[config.mk]
export PLATFORM = sky130hd
export DESIGN_NAME = voxel_frame_sequencer
export DESIGN_NICKNAME = d
export VERILOG_FILES = /design/src/rtl/voxel_seq_pkg.sv /design/src/rtl/voxel_cam_bank.sv /design/src/rtl/voxel_frame_sequencer.sv
export SDC_FILE = /design/constraint.sdc
export NUM_CORES = 1
export LEC_CHECK = 0
export ABC_CLOCK_PERIOD_IN_PS = 3280
export CAP_MARGIN = 30
export CORE_ASPECT_RATIO = 1.5
export CORE_UTILIZATION = 50
export CTS_CLUSTER_SIZE = 12
export DETAILED_ROUTE_END_ITERATION = 7
export GPL_TIMING_DRIVEN = 0
export PLACE_DENSITY = 0.83
export SLEW_MARGIN = 20
export SYNTH_ARGS = -nofsm -noshare
export SYNTH_HDL_FRONTEND = slang
export SYNTH_HIERARCHICAL = 1
export SYNTH_SLANG_ARGS = --single-unit
[constraint.sdc]
create_clock -name clk -period 3.28 [get_ports clk]
set_clock_uncertainty 0.1 [all_clocks]
set_input_delay 0.984 -clock clk [delete_from_list [all_inputs] [get_ports clk]]
set_output_delay 0.984 -clock clk [all_outputs]
set_load 0.005 [all_outputs]
[src/rtl/voxel_seq_pkg.sv]
// voxel_seq_pkg: shared state encoding, camera register types and indices
package voxel_seq_pkg;

    typedef enum logic [2:0] {
        RESET_WAIT = 3'd0,
        WORLD      = 3'd1,
        READY      = 3'd2,
        LAUNCH     = 3'd3,
        RUN        = 3'd4,
        GAP        = 3'd5
    } seq_state_t;

    typedef logic [15:0] cam_reg_t;

    localparam int CAM_POS_X = 0;
    localparam int CAM_POS_Y = 1;
    localparam int CAM_POS_Z = 2;
    localparam int CAM_YAW   = 3;
    localparam int CAM_PITCH = 4;
    localparam int CAM_FOV   = 5;
    localparam int CAM_NEAR  = 6;
    localparam int CAM_FAR   = 7;

    // Framebuffer index width, never narrower than one bit
    function automatic int fb_width(input int n);
        return (n > 1) ? $clog2(n) : 1;
    endfunction

endpackage

[src/rtl/voxel_cam_bank.sv]
// voxel_cam_bank: host-writable shadow camera registers and the per-frame frozen copy
module voxel_cam_bank
    import voxel_seq_pkg::*;
#(
    parameter int CAM_REGS = 8
) (
    input  logic                    clk,
    input  logic                    rst_n,
    input  logic                    i_wr_en,
    input  logic [3:0]              i_wr_idx,
    input  cam_reg_t                i_wr_data,
    input  logic                    i_load,
    output logic [16*CAM_REGS-1:0]  o_active
);

    logic [16*CAM_REGS-1:0] r_shadow;
    logic [16*CAM_REGS-1:0] r_active;

    // Host writes land in the shadow bank at once; out-of-range indices match no register
    always_ff @(posedge clk or negedge rst_n) begin
        if (!rst_n) begin
            r_shadow <= '0;
        end else begin
            for (int i = 0; i < CAM_REGS; i++) begin
                if (i_wr_en && int'(i_wr_idx) == i) r_shadow[16*i +: 16] <= i_wr_data;
            end
        end
    end

    // Freeze the whole shadow bank for the frame being launched
    always_ff @(posedge clk or negedge rst_n) begin
        if (!rst_n) r_active <= '0;
        else if (i_load) r_active <= r_shadow;
    end

    assign o_active = r_active;

endmodule

[src/rtl/voxel_frame_sequencer.sv]
// voxel_frame_sequencer: world build / frame launch sequencing with framebuffer rotation
// Optional frame watchdog enabled by defining VOXEL_SEQ_WATCHDOG_EN.
module voxel_frame_sequencer
    import voxel_seq_pkg::*;
#(
    parameter int NUM_FB     = 2,
    parameter int CAM_REGS   = 8,
    parameter int GAP_CYCLES = 4,
    parameter int WDT_CYCLES = 1 << 20
) (
    input  logic                           clk,
    input  logic                           rst_n,
    input  logic                           i_host_wr_en,
    input  logic [3:0]                     i_host_wr_idx,
    input  cam_reg_t                       i_host_wr_data,
    input  logic                           i_ctrl_run,
    input  logic                           i_ctrl_step,
    input  logic                           i_ctrl_regen,
    output logic                           o_world_start,
    input  logic                           i_world_done,
    output logic                           o_core_start,
    input  logic                           i_core_busy,
    input  logic                           i_core_done,
    output logic [16*CAM_REGS-1:0]         o_cam_active,
    output logic [fb_width(NUM_FB)-1:0]    o_fb_sel,
    output logic [fb_width(NUM_FB)-1:0]    o_fb_disp,
    output logic [31:0]                    o_frame_count,
    output logic                           o_frame_done,
    output logic                           o_world_ready,
    output logic [2:0]                     o_state,
    output logic                           o_wdt_flag
);

    localparam int FB_W = fb_width(NUM_FB);

    seq_state_t        r_state;
    seq_state_t        w_next;
    logic              r_step;
    logic              r_regen;
    logic              r_world_start;
    logic              r_core_start;
    logic              r_frame_done;
    logic              r_world_ready;
    logic [FB_W-1:0]   r_fb_sel;
    logic [FB_W-1:0]   r_fb_disp;
    logic [31:0]       r_frame_count;
    logic [7:0]        r_gap_cnt;
    logic              w_launch;
    logic              w_regen_go;
    logic              w_frame_end;
    logic              w_gap_end;
    logic              w_wdt_hit;

    // State register
    always_ff @(posedge clk or negedge rst_n) begin
        if (!rst_n) r_state <= RESET_WAIT;
        else r_state <= w_next;
    end

    // Next-state logic; a pending regen outranks a launch in READY
    always_comb begin
        w_next = r_state;
        case (r_state)
            RESET_WAIT: w_next = WORLD;
            WORLD:      w_next = i_world_done ? READY : WORLD;
            READY:      w_next = w_regen_go ? WORLD : (w_launch ? LAUNCH : READY);
            LAUNCH:     w_next = RUN;
            RUN:        w_next = w_frame_end ? ((GAP_CYCLES == 0) ? READY : GAP)
                                             : (w_wdt_hit ? READY : RUN);
            GAP:        w_next = w_gap_end ? READY : GAP;
            default:    w_next = RESET_WAIT;
        endcase
    end

    // Decoded events that drive the registered outputs and datapath
    always_comb begin
        w_regen_go  = (r_state == READY) && r_regen;
        w_launch    = (r_state == READY) && !r_regen && (i_ctrl_run || r_step) && !i_core_busy;
        w_frame_end = (r_state == RUN) && i_core_done;
        w_gap_end   = (r_state == GAP) && (r_gap_cnt == 8'(GAP_CYCLES - 1));
    end

    // Registered pulses, pending requests, gap timer and framebuffer bookkeeping
    always_ff @(posedge clk or negedge rst_n) begin
        if (!rst_n) begin
            r_world_start <= 1'b0;
            r_core_start  <= 1'b0;
            r_frame_done  <= 1'b0;
            r_world_ready <= 1'b0;
            r_step        <= 1'b0;
            r_regen       <= 1'b0;
            r_gap_cnt     <= 8'd0;
            r_fb_sel      <= '0;
            r_fb_disp     <= '0;
            r_frame_count <= 32'd0;
        end else begin
            r_world_start <= (r_state == RESET_WAIT) || w_regen_go;
            r_core_start  <= w_launch;
            r_frame_done  <= w_frame_end;
            r_world_ready <= (r_state == WORLD && i_world_done) ? 1'b1
                           : (w_regen_go ? 1'b0 : r_world_ready);
            r_step        <= (r_step || i_ctrl_step) && !w_launch;
            r_regen       <= (r_regen || i_ctrl_regen) && !w_regen_go;
            r_gap_cnt     <= (r_state == GAP) ? r_gap_cnt + 8'd1 : 8'd0;
            if (w_frame_end) begin
                r_fb_disp     <= r_fb_sel;
                r_fb_sel      <= (r_fb_sel == FB_W'(NUM_FB - 1)) ? '0 : r_fb_sel + 1'b1;
                r_frame_count <= r_frame_count + 32'd1;
            end
        end
    end

`ifdef VOXEL_SEQ_WATCHDOG_EN
    localparam int WDT_W = $clog2(WDT_CYCLES + 1);

    logic [WDT_W-1:0] r_wdt_cnt;
    logic             r_wdt_flag;

    assign w_wdt_hit = (r_state == RUN) && !i_core_done && (r_wdt_cnt == WDT_W'(WDT_CYCLES - 1));

    // Count cycles spent in RUN; a timeout abandons the frame and latches the flag
    always_ff @(posedge clk or negedge rst_n) begin
        if (!rst_n) begin
            r_wdt_cnt  <= '0;
            r_wdt_flag <= 1'b0;
        end else begin
            r_wdt_cnt  <= (r_state == RUN) ? r_wdt_cnt + 1'b1 : '0;
            r_wdt_flag <= r_wdt_flag || w_wdt_hit;
        end
    end

    assign o_wdt_flag = r_wdt_flag;
`else
    assign w_wdt_hit  = 1'b0;
    assign o_wdt_flag = 1'b0;
`endif

    voxel_cam_bank #(
        .CAM_REGS (CAM_REGS)
    ) u_cam_bank (
        .clk       (clk),
        .rst_n     (rst_n),
        .i_wr_en   (i_host_wr_en),
        .i_wr_idx  (i_host_wr_idx),
        .i_wr_data (i_host_wr_data),
        .i_load    (w_launch),
        .o_active  (o_cam_active)
    );

    assign o_world_start = r_world_start;
    assign o_core_start  = r_core_start;
    assign o_frame_done  = r_frame_done;
    assign o_world_ready = r_world_ready;
    assign o_fb_sel      = r_fb_sel;
    assign o_fb_disp     = r_fb_disp;
    assign o_frame_count = r_frame_count;
    assign o_state       = r_state;

endmodule

## Word level (Yosys, flattened, before mapping)

Cells that the tools add are included.
W data, S select, Z words.

| storage, ports and cells | value |
|---|---|
| flip-flop bits (word level) | 307 |
| input bits | 29 |
| output and inout bits | 170 |
| word-level logic and storage cells | 74 |

| cells by class | value |
|---|---|
| add/sub/neg operators | 3 |
| equality and inequality tests | 13 |
| multiplexer cells | 10 |
| reductions and logical operators | 28 |

Operators by type and width:

| cell | number |
|---|---|
| $add A32 B1 Y32 const B | 1 |
| $pmux W3 S6 | 1 |
| $logic_and A1 B1 Y1 | 17 |
| $eq A4 B4 Y1 const B | 4 |
| $add A8 B1 Y8 const B | 1 |
| $eq A4 B3 Y1 const B | 2 |
| $eq A8 B2 Y1 const B | 1 |
| $mux W8 | 1 |
| $eq A3 B2 Y1 const B | 2 |
| $eq A3 B3 Y1 const B | 2 |
| $mux W1 | 5 |
| $eq A4 B2 Y1 const B | 1 |
| $logic_not A1 Y1 | 4 |
| $logic_not A4 Y1 | 1 |
| $logic_or A1 B1 Y1 | 4 |
| $mux W2 | 2 |
| $eq A3 B1 Y1 const B | 1 |
| $logic_not A3 Y1 | 1 |
| $mux W3 | 1 |
| $reduce_bool A2 Y1 | 1 |
| $add A1 B1 Y1 const B | 1 |

## Depth between registers and ports, before layout

| depth | value |
|---|---|
| word-level depth | 7 |
| mapped depth | 6 |
| depth with buffers taken out | 5 |

## Cells and area by module

The synthesis kept the hierarchy.

By module, submodules not included:

| module | instances | cells each | area each (um^2) | seq. area each (um^2) |
|---|---|---|---|---|
| voxel_cam_bank | 1 | 548 | 9576.7 | 6406.1 |
| voxel_frame_sequencer | 1 | 211 | 2397.3 | 1276.2 |

## Worst setup path before layout

OpenSTA, ideal clock, no wires.

| timing path | value |
|---|---|
| kind | input port to flip-flop |
| start | input i_core_busy |
| end | register u_cam_bank.r_active[107], in the netlist u_cam_bank/o_active[107] |
| setup time | 125 ps |
| arrival time | 2266 ps |
| data required time | 3055 ps |
| path slack | 789 ps |
| cell stages on the path | 4 |
| buffers on the path | 2 |
| path through | nor3_1 > clkbuf_1 > buf_2 > mux2_2 |

| between the ends | value |
|---|---|
| word-level cells in the longest chain between the ends | 2 |

Ends and longest elaborated chain:

| what | line | RTL |
|---|---|---|
| start: declaration | voxel_frame_sequencer.sv:22 | `input logic i_core_busy,` |
| $logic_not A1 Y1 | voxel_frame_sequencer.sv:78 | `w_launch = (r_state == READY) && !r_regen && (i_ctrl_run \|\| r_step) && !i_core_busy;` |
| $logic_and A1 B1 Y1 | voxel_frame_sequencer.sv:78 |  |
| end signal: assignment | voxel_cam_bank.sv:33 | `else if (i_load) r_active <= r_shadow;` |
| end: declaration | voxel_cam_bank.sv:17 | `logic [16*CAM_REGS-1:0] r_active;` |

Every way passes these cells.
A chain may end at the register's enable or synchronous reset.

## Final worst setup path

| timing path | value |
|---|---|
| start | input i_ctrl_run |
| end | register u_cam_bank.r_active[112], in the netlist u_cam_bank/o_active[112] |

| between the ends | value |
|---|---|
| word-level cells in the longest chain between the ends | 3 |

Ends and longest elaborated chain:

| what | line | RTL |
|---|---|---|
| start: declaration | voxel_frame_sequencer.sv:16 | `input logic i_ctrl_run,` |
| $logic_or A1 B1 Y1 | voxel_frame_sequencer.sv:78 |  |
| $logic_and A1 B1 Y1 (2 in a row) | voxel_frame_sequencer.sv:78 |  |
| named net w_launch | voxel_frame_sequencer.sv:48 | `logic w_launch;` |

The timed path passes the listed nets, and every way through them passes these cells.

==> reports/results.ini <==
[critical_path]
worstPathBufferInverterCount = 3
worst-setup-path-type = input port to register
worstRegToRegCells = 6
cp-end-kind = register
cp_max_fo = 10
crit_cells = 6
cp-start-kind = input port
rr_startpoint = o_state[1]
critPathArrivalTime_ns = 3.21
crit_end = u_cam_bank/o_active[112]
cp_slowest_cell = nor3_1
r2r-end = u_cam_bank/o_active[112]
crit_family = buffers and inverters
crit_path_max_incr_delay_ns = 0.52
crit_required_ns = 3.60
startpoint = i_ctrl_run
reg2reg_slack_ns = 0.48
path_cells = clkdlybuf4s50_1, nor2_1, nor3_1, clkbuf_2, buf_2, mux2_2

[floorplan]
die-area_um2 = 24600
rows = 69
die_h_um = 192
die_w_um = 128
ios = 199
core_area_um2 = 23600
start_util_pct = 50.8

[sta]
final_hold_viol_count = 0
max_slew_margin_pct = 54.7
setup_tns_ns = 0
max_freq_mhz = 346
rsz0062_at_grt = false
post-route-period-util_pct = 88.0
fin_crit_ns = 2.89
worstMarginPinSlew_ns = 0.675
layout_setup_ws_ns = 0.392
slew_viol_final = 0
setup_viol = 0

[cells_and_area]
layout.nets = 1022
drive_gt1_share_pct = 34.5
n_antenna_cell = 0
area.growth.synth_to_final_pct = 27.4
nFillCells = 1739

[routing]
avgViaCountPerCell = 5.32
firstDrtPassIters = 4
postRouteAntennaNets = 0
routedWlPerCell_um = 19.9
drtIter0Drc = 277
num_vias = 7013
drc = 0
totalWireLength_mm = 26.3

[yosys]
yosys.cell_count.top_type = dfrtp_1
synth_seq_cells = 307
yosysUniqueCellTypes = 46
synth_enable_flop_cells = 0
synth_area_leaders = dfrtp_1, mux2_2, xor2_1
yosys.area.top_type = dfrtp_1
yosys_warnings = 6
synth_top_area_share_pct = 64.2
synth-seq-area-share_pct = 64.2
syn-num-nets = 790
ys.flop_type = dfrtp_1
synthArstFlopShare_pct = 100
syn_area_um2 = 12000
syn-instance-count = 759
synth_area_per_cell_um2 = 15.8
synthTopCellsByCount = dfrtp_1, mux2_2, xor2_1

[placement]
dp_hpwl_mm = 18.1
portBuffers = 197
place_congestion = 0.760
preCtsSetupSlack_ns = -0.516

[cts]
htree_levels = 1
cts_buffer_depth = 3
cts_tree = yes
cts_root_buf = clkbuf_16
postCtsHoldBufs = 0
cts_setup_buffers = 0
clkTransAtPathRegs_ns = 0.06
cts.sinks = 307
cts_resized = 0
clk_latency_ns = 0.53
cts_made_buffers = 30

[min_path]
hp-class = input port to async pin

[power_and_ir_drop]
ir_worst_vdd_mv = 0.447
p_leak_nw = 7.06
p_per_area_nw_per_um2 = 637

[run_status]
outcome = complete, no violations

[grt]
antenna_found_initial = 0
grt_use_total_pct = 22.0
grt_max_degree = 104
globalRouteOverflowTotal = 0
grt_pass1_vias = 7262
grt_pass1_wl_mm = 41.2

[job]
maxCapViolCount = 0

per-stage QoR:
stage               utilization, %  hold slack (ns)  area [um^2]  power, mW  instances
floorplan                        -            0.348        12000       5.67        759
global placement              60.9            0.364        14300       6.67       1275
detailed placement            61.2            0.379        14400       6.77       1278
CTS                           64.7            0.207        15300       9.81       1318
global route                  64.7            0.216        15300       10.2       1318
finish                        64.7            0.213        15300       9.72       1318
state kept, by name, summed over array words and instances (netlist names):
| signal | flops |
|---|---|
| o_frame_done | 1 |
| o_state | 3 |
| o_world_ready | 1 |
| r_regen | 1 |
| u_cam_bank/r_shadow | 128 |
| r_step | 1 |
| o_fb_disp | 1 |
| o_fb_sel | 1 |
| r_gap_cnt | 8 |
| o_core_start | 1 |
| o_frame_count | 32 |
| u_cam_bank/o_active | 128 |
| o_world_start | 1 |
worst register-to-register path, delay by kind of cell, from the launching register on:
kind,cells,cell delay [ns]
and+or+nand+nor,3,0.89
muxes,1,0.38
DFF,1,0.48
buffers and inverters,2,0.83
routing by layer:
metal  vias up  routed length (um)  GRT usage [%]
li1       3134                   -              -
met1      3669               10300           27.0
met2       167               14100           39.3
met3        43                1300           4.00
met4         0                 583           6.52
met5         -                   0              0
where the power goes:
group,switching [mW],internal [mW]
Sequential,0.415,4.50
Clock,1.33,1.71
Combinational,0.597,1.17
worst min-delay path by stage:
stage / from / endpoint / slack [ns] / cells past startpoint
2_1_floorplan: r_gap_cnt[0] / r_gap_cnt[0] / 0.35 / 1
3_3_place_gp: r_gap_cnt[0] / r_gap_cnt[0] / 0.36 / 1
3_5_place_dp: o_frame_count[25] / o_frame_count[25] / 0.38 / 1
4_1_cts: rst_n / u_cam_bank/r_shadow[92] / 0.21 / 1
5_1_grt: rst_n / u_cam_bank/o_active[92] / 0.22 / 1
6_report: rst_n / u_cam_bank/r_shadow[92] / 0.21 / 1
cells in the final DEF (no fill, tap or decap), drive strengths merged, types with 8 or more instances in the layout:
| cell | Yosys | final |
|---|---|---|
| nand3 | 13 | 13 |
| dfrtp | 307 | 307 |
| nand2 | 17 | 17 |
| xnor2 | 12 | 12 |
| mux2 | 258 | 258 |
| xor2 | 26 | 26 |
| nor2 | 19 | 19 |
| clkbuf | 2 | 41 |
| nor4 | 14 | 14 |
| nor3 | 8 | 8 |
| clkdlybuf4s50 | 0 | 196 |
| buf | 28 | 32 |
| nand4 | 10 | 10 |
cells by family after synthesis:
kind of cell,Yosys count,synth area share [%]
AOI/OAI and AO/OA,8,0.449
xor gates and xnor gates,38,2.78
adders and majority gates,2,0.209
buffers and inverters,35,1.85
DFF,307,64.2
muxes,259,24.3
other,1,0.0313
and+or+nand+nor,109,6.18
layout make-up:
type                    instances  area [um^2]  area share (%)
well taps                     319          399            2.62
clock buffers                  39          816            5.35
repair buffers                200         2060            13.5
multi-input cells             417         4070            26.7
inverters                       5         18.8           0.123
clock inverters                 1         8.76          0.0574
plain buffers                  30          204            1.34
flip-flops and latches        307         7680            50.3
Power figures use the tool's default switching activity.
==> variant 1 (same settings) <==
`CAM_REGS` is set to 8 in 2 places; all go to 9.
--- a/src/rtl/voxel_cam_bank.sv
+++ b/src/rtl/voxel_cam_bank.sv
@@ -2,7 +2,7 @@
 module voxel_cam_bank
     import voxel_seq_pkg::*;
 #(
-    parameter int CAM_REGS = 8
+    parameter int CAM_REGS = 9
 ) (
     input  logic                    clk,
     input  logic                    rst_n,
--- a/src/rtl/voxel_frame_sequencer.sv
+++ b/src/rtl/voxel_frame_sequencer.sv
@@ -4,7 +4,7 @@
     import voxel_seq_pkg::*;
 #(
     parameter int NUM_FB     = 2,
-    parameter int CAM_REGS   = 8,
+    parameter int CAM_REGS   = 9,
     parameter int GAP_CYCLES = 4,
     parameter int WDT_CYCLES = 1 << 20
 ) (
Ports: changed (resized o_cam_active); port bits go from 199 to 215. The function was not compared with the original's and may differ.
==> variant 1 against the unedited design <==
Sequential cell count grew 32. Synthesized area grew 10%. Sequential share of layout area up 0.29 points. Worst setup slack got worse by 180 ps. Design area increased by 9.8%. Largest cell class unchanged. Highest routed layer unchanged. Total power grew 12%. Global-route usage increased by 1.1 points. Worst hold slack better by 130 ps. Routed wire length rose by 12%. Combinational power rose by 9.6%. Critical path type unchanged.
==> variant 1: results (changes against the unedited design) <==
INFO  metric outcome = finished, final reports clean (unchanged)
INFO  metric post_route_cells_drive_above_1_share = 34.2% (was 34.5%)
INFO  metric portBuffers = 211 (was 197)
INFO  metric ys_seq_area_share = 64.4% (was 64.2%)
INFO  metric max_stage_delay = 450 ps (was 520 ps)
INFO  metric final.clkbuf_count = 41 (was 39)
INFO  metric r2r_slack = 290 ps (was 480 ps)
INFO  metric layout.nets = 1110 (was 1022)
INFO  metric yosys.area_share.xor_xnor = 2.53% (was 2.78%)
INFO  metric bufAreaShareNonClock = 14.3% (was 14.8%)
INFO  metric r2r_startpoint = o_state[0] (was o_state[1])
INFO  metric finalHoldWorstSlack = 346 ps (was 213 ps)
INFO  metric post_synth_num_cell_types = 50 (was 46)
INFO  metric worst_slack_at_placement = -909 ps (was -516 ps)
INFO  metric place_hpwl = 20.4 mm (was 18.1 mm)
INFO  metric avgViaCountPerCell = 5.42 (was 5.32)
INFO  metric first_iter_violations = 235 (was 277)
INFO  metric first_global_vias = 8290 (was 7262)
INFO  metric post_synth_main_area_contributors = dfrtp_1, mux2_2, xor2_1 (unchanged)
INFO  metric groute.usage.overall = 23.1% (was 22.0%)
INFO  metric static-leakage-power = 7.80 nW (was 7.06 nW)
INFO  metric synth_common_cells = dfrtp_1, mux2_2, xor2_1 (unchanged)
INFO  metric clock_sinks = 339 (was 307)
INFO  metric syn-num-nets = 860 (was 790)
INFO  metric power.internal = 8.30 mW (was 7.38 mW)
INFO  metric area.share.sequential = 50.6% (was 50.3%)
INFO  metric overall_die_width = 134 microns (was 128 microns)
INFO  metric synth_compound_area_share = 0.409% (was 0.449%)
INFO  metric mean_area_per_synthesized_cell = 15.9 sq um (was 15.8 sq um)
INFO  metric clock_cell_area_share = 5.77% (was 5.40%)
INFO  metric ctsResizeCount = 2 (was 0)
INFO  metric routed_wirelength = 29.4 mm (was 26.3 mm)
INFO  metric timing.critical_path.arrival = 3350 ps (was 3210 ps)
INFO  metric rr_worst_depth = 7 (was 6)
INFO  metric layout.filler_cells = 1883 (was 1739)
INFO  metric num-nonclk-buffers = 249 (was 230)
INFO  metric placed_cell_area = 15800 sq um (was 14400 sq um)
INFO  metric gpl_congestion = 0.771 (was 0.760)
INFO  metric cts_buffers = 34 (was 30)
variant 1: cell types whose count changed in the layout (fill, tap and decap cells not counted), moves of 3 or more:
cell / before / now
buf_6: 7 / 4
clkbuf_1: 8 / 12
clkbuf_16: 31 / 37
clkdlybuf4s50_1: 196 / 210
dfrtp_1: 307 / 339
mux2_1: 0 / 10
mux2_2: 258 / 270
mux2_4: 0 / 10
variant 1: power by group through the flow:
| stage | logic [mW] | clock network, mW | registers (mW) |
|---|---|---|---|
| finish | 1.94 | 3.49 | 5.45 |
| global route | 2.09 | 3.74 | 5.56 |
| CTS | 1.98 | 3.60 | 5.45 |
| detailed placement | 1.97 | 0 | 5.52 |
| global placement | 1.89 | 0 | 5.48 |
| floorplan | 0.856 | 0 | 5.41 |
variant 1: routing by layer:
metal	up-vias	global-route usage, %	part of all wire [%]
met5	-	0	0
met4	0	8.23	3.1
met3	61	5.63	5.4
met2	205	40.2	52
met1	4007	27.7	39
li1	3419	-	-
==> variant 2 (same settings) <==
Without the edit above. Register the output `o_frame_count` once more, without a reset; this adds one clock of latency there. The other outputs are not delayed to match.
--- a/src/rtl/voxel_frame_sequencer.sv
+++ b/src/rtl/voxel_frame_sequencer.sv
@@ -153,7 +153,9 @@
     assign o_world_ready = r_world_ready;
     assign o_fb_sel      = r_fb_sel;
     assign o_fb_disp     = r_fb_disp;
-    assign o_frame_count = r_frame_count;
+    always_ff @(posedge clk) begin
+        o_frame_count <= r_frame_count;
+    end
     assign o_state       = r_state;
 
 endmodule
Function: changed (a bounded check fails within 10 cycles, from zero or initial values and one cycle with rst_n low).
==> variant 2 against the unedited design <==
Synthesized area is 4.8% higher. Global-route usage shrank 0.31 points. Design area rose by 4.7%. Clock power is 15% higher. Sequential cell count increased by 32. Worst setup slack worse by 11 ps. Non-clock buffer count is 2 lower. Routed wire length grew 2.5%. Total power up 9.0%. Critical path type unchanged.
==> variant 2: results (changes against the unedited design) <==
INFO  metric outcome = finished, final reports clean (unchanged)
INFO  metric layout.filler_cells = 1796 (was 1739)
INFO  metric clk_pin_slew_worst_paths = 50 ps
INFO  metric crit-reg2reg-capture = u_cam_bank/o_active[94] (was u_cam_bank/o_active[112])
INFO  metric ys_seq_area_share = 66.3% (was 64.2%)
INFO  metric avgRoutedWirePerCell = 19.7 microns (was 19.9 microns)
INFO  metric layout.nets = 1063 (was 1022)
INFO  metric cts_buffers = 34 (was 30)
INFO  metric pwr.group.combinational = 1.73 mW (was 1.77 mW)
INFO  metric gpl_congestion = 0.725 (was 0.760)
INFO  metric timing.critical_path.arrival = 3180 ps (was 3210 ps)
INFO  metric avgViaCountPerCell = 5.27 (was 5.32)
INFO  metric synthAdderAreaFrac = 0.199% (was 0.209%)
INFO  metric power.internal = 8.07 mW (was 7.38 mW)
INFO  metric post_route_cells_drive_above_1_share = 32.7% (was 34.5%)
INFO  metric syn-num-nets = 827 (was 790)
INFO  metric vdd_ir_max = 0.000487 V (was 0.000447 V)
INFO  metric place_hpwl = 18.5 mm (was 18.1 mm)
INFO  metric route.layer.met1.wl = 10.7 mm (was 10.3 mm)
INFO  metric cts_max_level = 2 (was 1)
INFO  metric first_global_vias = 7727 (was 7262)
INFO  metric synth_compound_area_share = 0.429% (was 0.449%)
INFO  metric wl_met2 = 14.4 mm (was 14.1 mm)
INFO  metric first_iter_violations = 229 (was 277)
INFO  metric static-leakage-power = 7.34 nW (was 7.06 nW)
INFO  metric finalHoldWorstSlack = 228 ps (was 213 ps)
INFO  metric holdCritPathClass = in -> async (unchanged)
INFO  metric post_synth_num_cell_types = 42 (was 46)
INFO  metric groute.usage.overall = 21.7% (was 22.0%)
INFO  metric power_drawn_by_the_clock_network = 3.49 mW (was 3.04 mW)
INFO  metric post_synth_main_area_contributors = dfrtp_1, mux2_2, dfxtp_1 (was dfrtp_1, mux2_2, xor2_1)
INFO  metric synth.mux.area_fraction = 23.1% (was 24.3%)
INFO  metric placed_cell_area = 15000 sq um (was 14400 sq um)
INFO  metric r2r_startpoint = o_state[0] (was o_state[1])
INFO  metric worst_slack_at_placement = -436 ps (was -516 ps)
-- variant 2: cell count changes in the layout (fill, tap and decap cells not counted), moves of 2 or more --
cell       change
nor4_2         -3
xnor2_1        +6
mux2_2         -2
xor2_1         -6
and3_1         +5
nand2_1        +6
nor4_1         -4
dfxtp_1       +32
nor3_2         +2
buf_6          -2
clkbuf_16      +3
clkbuf_1       +3
nand3_1        +3
nand4_1        +4
-- variant 2: how the worst max path moves through the flow --
stage	start	to	cells past startpoint
after floorplan	i_core_busy	u_cam_bank/o_active[107]	4
after global placement	rst_n	r_frame_count[25]	1
after detailed placement	i_ctrl_run	u_cam_bank/o_active[122]	6
after CTS	i_ctrl_run	u_cam_bank/o_active[119]	6
after global routing	o_state[0]	u_cam_bank/o_active[99]	6
final	i_ctrl_run	u_cam_bank/o_active[94]	6
-- variant 2: worst max-delay path: stages --
cell and delay, ps:
clkdlybuf4s50_1 460, nor2_1 40, nor3_1 450, clkbuf_1 460, buf_2 390, mux2_2 390
-- variant 2: routing by layer --
layer | vias to the layer above | GRT usage [%]
met2 | 168 | 39.0
met1 | 3744 | 26.0
met4 | 0 | 7.15
li1 | 3261 | -
met3 | 39 | 4.37
met5 | - | 0
-- variant 2: through the flow --
stage / utilization, % / instances
after floorplan: - / 796
after global placement: 60.9 / 1317
after detailed placement: 61.2 / 1320
after CTS: 65.2 / 1369
after global routing: 65.2 / 1369
final: 65.2 / 1369
-- variant 2: area by class of cell --
type	count	area share [%]
Buffer	28	1.14
Clock buffer	45	5.64
Clock inverter	4	0.399
Inverter	6	0.172
Multi-Input combinational cell	423	25.1
Sequential cell	339	52.1
Tap cell	324	2.54
Timing Repair Buffer	200	12.9
